### src/rtl/cpu_bus_arbiter.sv
// cpu_bus_arbiter: two-CPU round-robin arbiter for one shared memory port; optional grant lock under CPU_BUS_ARBITER_LOCK_EN
module cpu_bus_arbiter #(
    parameter int ADDR_W  = 7,
    parameter int DATA_W  = 4,
    parameter int MEM_LAT = 1
) (
    input  logic              clk,
    input  logic              rst_p,
    input  logic              req0,
    input  logic              req1,
    input  logic [ADDR_W-1:0] addr0,
    input  logic [ADDR_W-1:0] addr1,
    input  logic              we0,
    input  logic              we1,
    input  logic [DATA_W-1:0] wdata0,
    input  logic [DATA_W-1:0] wdata1,
    input  logic              lock0,
    input  logic              lock1,
    output logic              ack0,
    output logic              ack1,
    output logic [DATA_W-1:0] rdata,
    output logic [1:0]        grant,
    output logic              mem_en,
    output logic              mem_we,
    output logic [ADDR_W-1:0] mem_addr,
    output logic [DATA_W-1:0] mem_wdata,
    input  logic [DATA_W-1:0] mem_rdata
);
    localparam logic [1:0] IDLE  = 2'd0;
    localparam logic [1:0] ISSUE = 2'd1;
    localparam logic [1:0] WAIT  = 2'd2;
    localparam logic [1:0] ACK   = 2'd3;

    logic [1:0] state;
    logic [1:0] pick;
    logic [2:0] cnt;
    logic       last;
    logic       we_q;
    logic       issue;
    logic       sel;
`ifdef CPU_BUS_ARBITER_LOCK_EN
    logic       lock_v;
    logic       lock_id;
`else
    logic       unused_lock;
    assign unused_lock = lock0 ^ lock1;
`endif

    assign issue     = state == ISSUE;
    assign sel       = grant[1];
    assign mem_en    = issue;
    assign mem_we    = issue & (sel ? we1 : we0);
    assign mem_addr  = issue ? (sel ? addr1 : addr0) : '0;
    assign mem_wdata = issue ? (sel ? wdata1 : wdata0) : '0;
    assign ack0      = (state == ACK) & grant[0];
    assign ack1      = (state == ACK) & grant[1];

    // IDLE winner: a held lock beats round-robin, a tie goes to the one not granted last
    always_comb begin
        pick = (req0 && req1) ? (last ? 2'b01 : 2'b10) : {req1, req0};
`ifdef CPU_BUS_ARBITER_LOCK_EN
        if (lock_v && (lock_id ? req1 : req0)) pick = lock_id ? 2'b10 : 2'b01;
`endif
    end

    // transaction FSM: grant, one issue cycle, MEM_LAT wait cycles, one ack cycle
    always_ff @(posedge clk) begin
        if (rst_p) begin
            state <= IDLE;
            grant <= '0;
            cnt   <= '0;
            last  <= 1'b1;
            we_q  <= 1'b0;
            rdata <= '0;
`ifdef CPU_BUS_ARBITER_LOCK_EN
            lock_v  <= 1'b0;
            lock_id <= 1'b0;
`endif
        end else begin
            case (state)
                IDLE: if (|pick) begin
                    grant <= pick;
                    state <= ISSUE;
`ifdef CPU_BUS_ARBITER_LOCK_EN
                    lock_v <= 1'b0;
`endif
                end
                ISSUE: begin
                    we_q  <= mem_we;
                    cnt   <= '0;
                    state <= WAIT;
                end
                WAIT: if (cnt == 3'(MEM_LAT - 1)) begin
                    state <= ACK;
                    if (!we_q) rdata <= mem_rdata;
                end else begin
                    cnt <= cnt + 3'd1;
                end
                ACK: begin
                    state <= IDLE;
                    grant <= '0;
                    cnt   <= '0;
`ifdef CPU_BUS_ARBITER_LOCK_EN
                    if (sel ? lock1 : lock0) begin
                        lock_v  <= 1'b1;
                        lock_id <= sel;
                    end else begin
                        last <= sel;
                    end
`else
                    last <= sel;
`endif
                end
            endcase
        end
    end
endmodule

### config.mk
export PLATFORM = sky130hd
export DESIGN_NAME = cpu_bus_arbiter
export DESIGN_NICKNAME = d
export VERILOG_FILES = /design/src/rtl/cpu_bus_arbiter.sv
export SDC_FILE = /design/constraint.sdc
export NUM_CORES = 1
export LEC_CHECK = 0
export BUFFER_PORTS_ARGS = -buffer_cell sky130_fd_sc_hd__buf_2
export CORE_ASPECT_RATIO = 0.9
export CORE_MARGIN = 2
export CORE_UTILIZATION = 45
export DETAILED_ROUTE_END_ITERATION = 8
export GPL_ROUTABILITY_DRIVEN = 1
export GPL_TIMING_DRIVEN = 0
export PLACE_DENSITY = 0.92
export SYNTH_ARGS = -nofsm -noshare
export SYNTH_HDL_FRONTEND = slang
export SYNTH_SLANG_ARGS = --single-unit
### constraint.sdc
create_clock -name clk -period 3.6 [get_ports clk]
set_clock_uncertainty 0.2 [all_clocks]
set_input_delay 0.18 -clock clk [delete_from_list [all_inputs] [get_ports clk]]
set_output_delay 0.18 -clock clk [all_outputs]
set_load 0.01 [all_outputs]
[After elaboration in Yosys (flattened, before gate mapping)]
Cells that the tools add are included.
Word-level totals
  output and inout bits: 21
  word-level logic and storage cells: 42
  register bits after elaboration: 13
  bits of input ports: 34
Cells by class
  reduce and logical (&&, ||, !) cells: 11
  bitwise logic cells: 4
  eq/ne operators: 6
  multiplexer cells: 14
  $add $sub $neg: 1
Operators by type and width (number)
  two-way mux 7 bit: 2
  two-way mux 2 bit: 5
  two-way mux 4 bit: 2
  case mux 2 bit (4 select lines): 1
  inequality test 2 bit (second input constant): 3
  case mux 3 bit (2 select lines): 1
  AND reduction 2 bit: 3
  equality test 2 bit (second input constant): 2
  case mux 2 bit (2 select lines): 1
  nonzero test 2 bit: 2
  OR reduction 2 bit: 2
  adder 3 x 1 -> 3 bit (second input constant): 1
  bitwise AND 1 bit: 3
  zero test 3 bit: 1
  two-way mux 3 bit: 1
  AND reduction 3 bit: 1
  equality test 2 x 1 -> 1 bit (second input constant): 1
  zero test 2 bit: 1
  logical AND 1 bit: 1
  two-way mux 1 bit: 1
  NOT 1 bit: 1

[Longest topological paths before layout]
Gate-level depths: netlist of the first run.
  depth in word-level cells: 5
  gate-level depth with buffers: 6
  mapped depth without buffers: 5

[Least setup slack after synthesis of the first run]
Ideal clock, no wire load.
  path type: flip-flop to flip-flop
  from: register state[0]
  to: register rdata[0]
  required time: 3.272 ns
  setup time: 0.128 ns
  data arrival time: 1.265 ns
  clock period less this slack: 1.593 ns
  cell stages (with the launch flop): 7
  path slack: 2.007 ns
  path buffers: 1
  path through: dfxtp_1 > inv_1 > ha_1 > nor4bb_1 > buf_4 > mux2i_1 > nor2_1
Between the ends
  longest elaborated chain between the ends: 2
RTL lines
  start, declared: line 34  | logic [1:0] state;
  start signal, assigned: line 69  | state <= IDLE;
  start signal, assigned: line 83  | state <= ISSUE;
  start signal, assigned: line 91  | state <= WAIT;
  equality test 2 bit: line 80  | case (state)
  AND reduction 3 bit (no line)
  end signal, assigned: line 95  | if (!we_q) rdata <= mem_rdata;
  end, declared: line 21  | output logic [DATA_W-1:0] rdata,
No other way between the ends.
A chain may end at the register's enable or synchronous reset.

[Worst setup path after layout of the first run]
  from: register state[1]
  to: output port mem_we
Between the ends
  longest elaborated chain between the ends: 2
RTL lines
  equality test 2 x 1 -> 1 bit: line 49  | assign issue = state == ISSUE;
  bitwise AND 1 bit: line 52  | assign mem_we = issue & (sel ? we1 : we0);
  end, declared: line 24  | output logic mem_we,
No other way between the ends.

==> results of run 1 <==
## sequential cells by signal (all words and copies together), names as in the netlist
name	flops
rdata	4
we_q	1
cnt	3
grant	2
state	2
last	1
## tightest hold or removal path, delay by kind of cell
family	cells	cell delay (ps)
buf+inv	1	120
simple gates	1	110
compound gates	1	70
## final timing paths
path	startpoint	end
max	state[1]	mem_we
min	req1	grant[1]
min reg2reg	last	last
max reg2reg	state[0]	rdata[2]
## what timing repair did
| item | CTS | global route |
|---|---|---|
| resized for setup | 0 | 0 |
| setup buffers | 0 | 0 |
| endpoints found under the hold margin | 5 | 0 |
| hold buffers | 5 | 0 |
## metrics by stage
stage	util (%)	hold slack, ps	total power, mW	cells
global placement	62.4	215	0.556	176
finish	66.5	31.0	0.673	185
detailed placement	62.4	227	0.578	176
CTS	66.5	25.3	0.677	185
global route	66.5	53.3	0.727	185
floorplan	-	78.6	0.457	99
## layout make-up
type                            instances  share of cell area (%)
Buffer                                  5                    2.21
Clock buffer                            4                    2.11
Multi-Input combinational cell         75                    45.6
Timing Repair Buffer                   57                    24.9
Sequential cell                        13                    20.9
Inverter                                6                    1.81
Tap cell                               25                    2.51
## where the power goes
group | leakage [nW] | internal, mW | switching, mW
Sequential | 0.106 | 0.176 | 0.0215
Combinational | 0.498 | 0.182 | 0.201
Clock | 0.0150 | 0.0430 | 0.0497
## per-layer routing
metal	global-route usage, %	wire length (µm)	vias up	part of all wire [%]
met2	40.8	1230	24	54
met1	23.2	930	439	41
met5	0	0	-	0
li1	-	-	464	-
met4	3.78	10	0	0.44
met3	5.26	106	2	4.7
## logic make-up (layout without fill, tap and decap cells)
group | Yosys count | after routing | synth area share (%)
muxes | 18 | 18 | 20.5
adders and majority gates | 7 | 7 | 9.96
AOI/OAI and AO/OA | 12 | 12 | 8.53
buffers and inverters | 11 | 72 | 5.69
DFF | 13 | 13 | 29.6
and+or+nand+nor | 38 | 38 | 25.7
## synthesized netlist by cell type (3+ instances only)
master and count:
inv_1 6, o21ai_0 4, nor2b_1 12, nor2_1 8
dfxtp_1 13, nand4_1 3, a21oi_1 3, nand2b_1 3
mux2i_1 18, ha_1 7
## placed cells by master (no fill, tap or decap)
cell type	count
and4b_1	1
a21o_2	1
nand3_1	1
nor2b_1	12
clkbuf_4	3
dfxtp_1	13
nand4_1	3
mux2i_1	18
and3b_2	1
buf_2	53
a211o_1	1
and2_1	2
nor4_1	1
a211oi_1	2
clkbuf_1	3
inv_1	6
nor3_1	2
a21oi_1	3
o21ai_0	4
nor2_1	8
ha_1	7
nor3b_2	1
dlygate4sd3_1	5
o21bai_1	1
nor4bb_1	1
buf_4	2
nand2b_1	3
nand2_1	2
==> flow_metrics.tcl, run 1 <==
set metrics [dict create \
    cts_tree "built" \
    routabilityCongestion 0.726 \
    p_per_area_nw_per_um2 540 \
    numCtsBuffers 3 \
    std_cell_rows 15 \
    period_minus_slack_ps 2100 \
    yosysSeqAreaShare_pct 29.6 \
    leakage_nw 0.619 \
    worstRegToRegCells 6 \
    cp_num_cells 5 \
    min_path_type "input pin to register" \
    ios 55 \
    multi_input_area_um2 569 \
    placed_cell_area_um2 1170 \
    ir_drop_v 0.000367 \
    dpl_worst_slack_ps 1750 \
    antenna-diode-count 0 \
    fp.dieH_um 45.9 \
    crit_type "register to output pin" \
    initial_core_util_pct 46.9 \
    vias 929 \
    postSynthAreaPerCell_um2 8.88 \
    cp-start-kind "register" \
    setup_slack_ps 1500 \
    finalCritPeriodShare_pct 58.2 \
    cp_cell_sequence "inv_1 > ha_1 > clkbuf_1 > nor2b_1 > buf_2" \
    endpoint_kind "output pin" \
    grt_max_degree 11 \
    syn-num-nets 140 \
    stdcell_area_um2 1250 \
    synth_cell_types 26 \
    via_per_inst 5.02 \
    synth-main-ff-cell "dfxtp_1" \
    finalHoldViolCount 0 \
    yosysWarnings 0 \
    drt-total-wl_um 2280 \
    rsz0062_at_grt "no" \
    whs_path_depth 3 \
    fin_setup_tns_ps 0 \
    status "finished, final reports clean" \
    finalMaxSlewViolations 0 \
    final_nets 202 \
    setup_viol 0 \
    max-slew-margin-rel_pct 68.9 \
    area_growth_pct 41.8 \
    fmax_mhz 477 \
    cp_num_buf_inv 3 \
    max_slew.worst_pin.slew_ps 467 \
    critPathTopFamily "buffers and inverters" \
    grt_overflow_total 0 \
    antenna_left 0 \
    worstPathMaxFanout 10 \
    slowest_stage "ha_1" \
    reg2reg_slack_ps 1730 \
    synthTopCellsByArea "dfxtp_1 30%, mux2i_1 20%, ha_1 10%" \
    cts.sinks 13 \
    dieArea_um2 2320 \
    max_cap_viol_count 0 \
    grt_usage_pct 20.8 \
    synth-edff-count 0 \
    io_buffers 52 \
    coreArea_um2 1880 \
    die_x_um 50.6 \
    drt_iter0_markers 7 \
    clkLatencyLatePin_ps 280 \
    synth_async_sr_flop_share_pct 0 \
    grt_pass1_vias 897 \
    ys_ff_latch 13 \
    root_buffer "clkbuf_4" \
    drive_above_1_share_pct 38.1 \
    grt_pass1_wl_um 3690 \
    syn_area_um2 880 \
    drc 0 \
    antenna_found_initial 0 \
    arrival_ps 1720 \
    dp_hpwl_um 1770 \
    seq_area_um2 260 \
    crit_required_ps 3220 \
    cts.path.max_buffers 2 \
    clk_pin_slew_worst_paths_ps 90 \
    synth_top_area_share_pct 29.6 \
    drt_pass1_iterations 4 \
    fillers 152 \
    htree_levels 1 \
    synthCells 99 \
    post_drt_wl_per_cell_um 12.3 \
    post-synth-top-area-cell "dfxtp_1" \
    slowest_delay_ps 350 \
]
Note: power is estimated with default switching activity, not from simulation.
==> run 2, diff against run 1 <==
- ABC_AREA: default -> 1
- CORE_UTILIZATION: 45 -> 41
- PLACE_DENSITY: 0.92 -> 0.86
- clock period: 3.6 -> 2.1 ns (I/O delays scaled with it)
==> run 2 against run 1 <==
Sequential share of layout area down 0.17 points. Utilization down 2.0 points. Sequential power up 72%. Via count up 13%. Non-clock buffer count up 1. Die area up 6.5%. Clock-buffer cell count unchanged. Total power up 65%. Global-route usage down 2.8 points. Combinational power up 60%. Worst hold slack worse by 1.0 ps. Flip-flop and latch count unchanged. Largest cell class unchanged.
==> flow_metrics.tcl, run 2 <==
set metrics [dict create \
    max-slew-margin-rel_pct 82.3 \
    hp-start "req0" \
    finalCritPeriodShare_pct 92.3 \
    status "finished, final reports clean" \
    cts.path.max_buffers 2 \
    clkLatencyLatePin_ps 280 \
    synth_top_area_share_pct 30.3 \
    critPathTopFamily "buffers and inverters" \
    fp.dieH_um 47.4 \
    antenna_found_initial 0 \
    worstPathMaxFanout 6 \
    netSwitchingFraction_pct 43.8 \
    seq_area_um2 260 \
    postSynthAreaPerCell_um2 6.31 \
    post_drt_wl_per_cell_um 10.2 \
    arrival_ps 1910 \
    coreArea_um2 1950 \
    grt_usage_pct 18.0 \
    cp_cell_sequence "ha_1 > inv_2 > or2_0 > nand3_1 > a21oi_1 > dlygate4sd3_1" \
    final_common_cell "buf_2" \
    synth-edff-count 0 \
    yosysWarnings 0 \
    leakage_nw 0.719 \
    syn_area_um2 858 \
    cts.sinks 13 \
    area_growth_pct 46.5 \
    syn-num-nets 177 \
    finalMaxSlewViolations 0 \
    synthCells 136 \
    dp_hpwl_um 1730 \
    placed_cell_area_um2 1150 \
    grt_overflow_total 0 \
    dieArea_um2 2480 \
    cts_setup_buffers 0 \
    min_path_type "input pin to register" \
    power_switching_uw 487 \
    drive_above_1_share_pct 34.0 \
    synthTopCellsByArea "dfxtp_1 30%, nor2_1 17%, o21ai_0 10%" \
    holdWs_ps 30.0 \
    drt_pass1_iterations 4 \
    vias 1054 \
    pwr-share-clk_pct 14.3 \
    slowest_delay_ps 550 \
    drt_iter0_markers 14 \
    intPower_uw 624 \
    root_buffer "clkbuf_4" \
    drc 0 \
    io_buffers 52 \
    p_comb_share_pct 55.1 \
    stdcell_area_um2 1260 \
    cp-start-kind "register" \
    ys_ff_latch 13 \
    clk_pin_slew_worst_paths_ps 80 \
    grt_pass1_vias 841 \
    drt-total-wl_um 2290 \
    largest_reg_flops 4 \
    antenna-diode-count 0 \
    cp_num_buf_inv 2 \
    synth_common_cells "39 x nor2_1, 18 x nand2_1, 18 x o21ai_0" \
    final_cell_mix "54 x buf_2, 39 x nor2_1, 18 x o21ai_0, 18 x nand2_1" \
    final_util_pct 64.4 \
    fillers 176 \
    finalHoldViolCount 0 \
    period_minus_slack_ps 1940 \
    htree_levels 1 \
    max_cap_viol_count 0 \
    r2r_start "state[1]" \
    top_register "rdata" \
    p_per_area_nw_per_um2 883 \
    rsz0062_at_grt "no" \
    fin_setup_tns_ps 0 \
    yosysSeqAreaShare_pct 30.3 \
    synth_async_sr_flop_share_pct 0 \
    ir_drop_v 0.000469 \
    endpoint_kind "register" \
    initial_core_util_pct 44.0 \
    synthMostInstantiatedCell "nor2_1" \
    largest_registers "rdata (4), cnt (3)" \
    grt_max_degree 11 \
    synth-main-ff-cell "dfxtp_1" \
    die_x_um 52.2 \
    power.total_mw 1.11 \
    std_cell_rows 15 \
    cts_tree "built" \
    seqPwrFrac_pct 30.6 \
    routabilityCongestion 0.703 \
    antenna_left 0 \
    setup_viol 0 \
    multi_input_area_um2 523 \
    final_nets 242 \
    grt_pass1_wl_um 3280 \
    max_slew.worst_pin.slew_ps 265 \
    crit_required_ps 2070 \
    post-synth-top-area-cell "dfxtp_1" \
    fmax_mhz 516 \
    crit_type "register to register" \
    via_per_inst 4.68 \
    slowest_stage "dlygate4sd3_1" \
    numCtsBuffers 3 \
    worstSetupStartpoint "state[1]" \
    synth_cell_types 19 \
    ios 55 \
]
## run 2: cell types whose count changed after synthesis, sizes merged, moves of 3 or more
cell    before  now
inv          6   15
o21ai        4   19
nor2         8   40
nor2b       12    0
nand2        2   22
nand3        1    4
nand2b       3    0
mux2i       18    0
a21oi        3    8
## run 2: layout make-up
type	count	share of cell area, %
buffer	3	1.19
timing repair buffer	60	27.1
inverter	16	4.88
multi-input combinational	104	41.6
sequential	13	20.7
tap	25	2.49
clock buffer	4	2.09
## run 2: cell families (layout without fill, tap and decap cells)
family | Yosys count | after routing | share of synthesized area (%)
buffers and inverters | 19 | 83 | 8.75
DFF | 13 | 13 | 30.3
and+or+nand+nor | 69 | 69 | 33.7
adders and majority gates | 7 | 7 | 10.2
AOI/OAI and AO/OA | 28 | 28 | 17.1
## run 2: worst paths after layout
path | end | slack, ps | cells past startpoint
worst max-delay path | grant[1] | 160 | 6
worst min-delay path | grant[0] | 30 | 5
worst max register to register | grant[1] | 160 | 6
worst min register to register | rdata[3] | 280 | 2
## run 2: worst register-to-register path: cells and delay by family, from the launching register on
kind            cells  cell delay, ps
compound gates      1              60
fa+ha+maj           1             290
flops               1             380
simple gates        2             270
buf+inv             2             640
## run 2: what timing repair did
action	4_1_cts	5_1_grt
setup endpoints to repair	0	10
hold endpoints to repair	9	0
hold buffers	8	0
gates resized for setup	0	2
## run 2: stage by stage
step / worst slack, ps / cells
after global routing: 67.0 / 225
after global placement: 542 / 213
final: 161 / 225
after floorplan: 632 / 136
after detailed placement: 455 / 213
after CTS: 135 / 225
## run 2: layer usage
layer | track usage, % | vias to the layer above | wire length, µm
li1 | - | 565 | -
met1 | 19.1 | 438 | 925
met2 | 36.7 | 49 | 1140
met3 | 2.87 | 2 | 195
met4 | 6.15 | 0 | 21
met5 | 0 | - | 0
## run 2: power by group through the flow
stage                     Sequential (mW)  Clock (mW)  Combinational [mW]
after floorplan                     0.359           0               0.382
final                               0.340       0.158               0.613
after global routing                0.349       0.179               0.699
after detailed placement            0.347           0               0.592
after global placement              0.344           0               0.566
after CTS                           0.341       0.164               0.612
==> run 3, diff against run 2 <==
- HOLD_SLACK_MARGIN: default -> 0.12
- REMOVE_ABC_BUFFERS: default -> 1
==> run 3 against run 2 <==
Flip-flop and latch count unchanged. Highest routed layer unchanged. First-iteration DRC count is 43% higher. Via count increased by 4.2%.
==> flow_metrics.tcl, run 3 (synthesized netlist as in run 2, its figures left out) <==
set metrics [dict create \
    reg2reg_to "grant[1]" \
    power_switching_uw 506 \
    grt_max_degree 17 \
    grt_pass1_vias 1024 \
    grt_overflow_total 0 \
    drt_pass1_iterations 6 \
    area_growth_pct 47.5 \
    numCtsBuffers 3 \
    clk_pin_slew_worst_paths_ps 80 \
    io_buffers 52 \
    worstSetupStartpoint "state[1]" \
    seqPwrFrac_pct 31.6 \
    worstRegToRegCells 5 \
    grt_pass1_wl_um 4080 \
    min_path_type "register to register" \
    setup_viol 0 \
    max-slew-margin-rel_pct 76.9 \
    final_cell_mix "52 x buf_2, 39 x nor2_1, 18 x o21ai_0, 18 x nand2_1, 13 x inv_1" \
    whs_path_depth 2 \
    period_minus_slack_ps 1920 \
    dpl_worst_slack_ps 363 \
    arrival_ps 1620 \
    rsz0062_at_grt "no" \
    max_slew.worst_pin.slew_ps 345 \
    cts.sinks 13 \
    vias 1098 \
    crit_type "register to output pin" \
    p_per_area_nw_per_um2 893 \
    root_buffer "clkbuf_4" \
    hp-start "we_q" \
    die_x_um 52.2 \
    final_nets 241 \
    finalHoldViolCount 0 \
    top_register "rdata" \
    r2r_start "state[1]" \
    final_common_cell "buf_2" \
    cp-start-kind "register" \
    via_per_inst 4.90 \
    drt-total-wl_um 2590 \
    largest_registers "rdata (4), cnt (3)" \
    cts_tree "built" \
    dieArea_um2 2480 \
    power.total_mw 1.13 \
    worstPathMaxFanout 14 \
    largest_reg_flops 4 \
    fin_setup_tns_ps 0 \
    p_comb_share_pct 55.0 \
    htree_levels 1 \
    netSwitchingFraction_pct 44.8 \
    endpoint_kind "output pin" \
    fmax_mhz 520 \
    coreArea_um2 1950 \
    ios 55 \
    clkLatencyLatePin_ps 270 \
    leakage_nw 0.710 \
    hold-path-endpoint "we_q" \
    antenna_left 0 \
    pwr-share-clk_pct 13.4 \
    dp_hpwl_um 1880 \
    crit_required_ps 1790 \
    cts.path.max_buffers 2 \
    fp.dieH_um 47.4 \
    final_util_pct 64.9 \
    std_cell_rows 15 \
    finalCritPeriodShare_pct 91.5 \
    drc 0 \
    max_cap_viol_count 0 \
    ir_drop_v 0.000679 \
    setup_slack_ps 178 \
    intPower_uw 624 \
    initial_core_util_pct 44.0 \
    antenna-diode-count 0 \
    reg2reg_slack_ps 250 \
    drt_iter0_markers 20 \
    routabilityCongestion 0.840 \
    finalMaxSlewViolations 0 \
    post_drt_wl_per_cell_um 11.6 \
    status "finished, final reports clean" \
    antenna_found_initial 0 \
    grt_usage_pct 22.2 \
    drive_above_1_share_pct 33.7 \
]
[run 3: layout make-up]
| type | instances | area [µm²] |
|---|---|---|
| Timing Repair Buffer | 62 | 360 |
| Sequential cell | 13 | 262 |
| Fill cell | 174 | 686 |
| Tap cell | 25 | 31.3 |
| Clock buffer | 4 | 26.3 |
| Multi-Input combinational cell | 104 | 526 |
| Inverter | 16 | 61.3 |
[run 3: per-stage QoR]
step / instance area [µm²] / hold slack [ps] / cells
after floorplan: 845 / -25.9 / 133
after global placement: 1140 / 144 / 210
after detailed placement: 1140 / 144 / 210
after CTS: 1260 / 287 / 224
after global routing: 1270 / 309 / 224
final: 1270 / 289 / 224
[run 3: timing repair]
item,in CTS,in global routing
endpoints found under the setup margin,0,1
gates resized for setup,0,2
hold buffers,10,0
setup buffers,0,0
endpoints found under the hold margin,13,0
[run 3: power by group through the flow]
stage / sequential [mW] / clock (mW) / combinational [mW]
after detailed placement: 0.357 / 0 / 0.586
after floorplan: 0.364 / 0 / 0.369
after CTS: 0.352 / 0.156 / 0.609
after global placement: 0.350 / 0 / 0.554
final: 0.357 / 0.151 / 0.622
after global routing: 0.363 / 0.171 / 0.687
[run 3: metal layers]
layer	track usage (%)	vias to the layer above	share of wire [%]
met1	23.4	495	40
li1	-	561	-
met4	7.69	0	1.7
met2	42.5	34	53
met3	7.01	8	5.0
met5	0	-	0
[run 3: worst max-delay path by stage]
stage,end,slack [ps],depth (start not counted)
after floorplan,cnt[2],580,9
after global placement,mem_we,420,7
after detailed placement,mem_we,360,7
after CTS,mem_we,60,7
after global routing,mem_we,50,7
final,mem_we,180,7
[run 3: worst max-delay path, stage by stage (launching register included)]
cell and delay, ps:
dfxtp_1 350, inv_1 120, ha_2 330, inv_1 130, nor2_1 100, o21ai_0 110
inv_1 80, buf_2 120
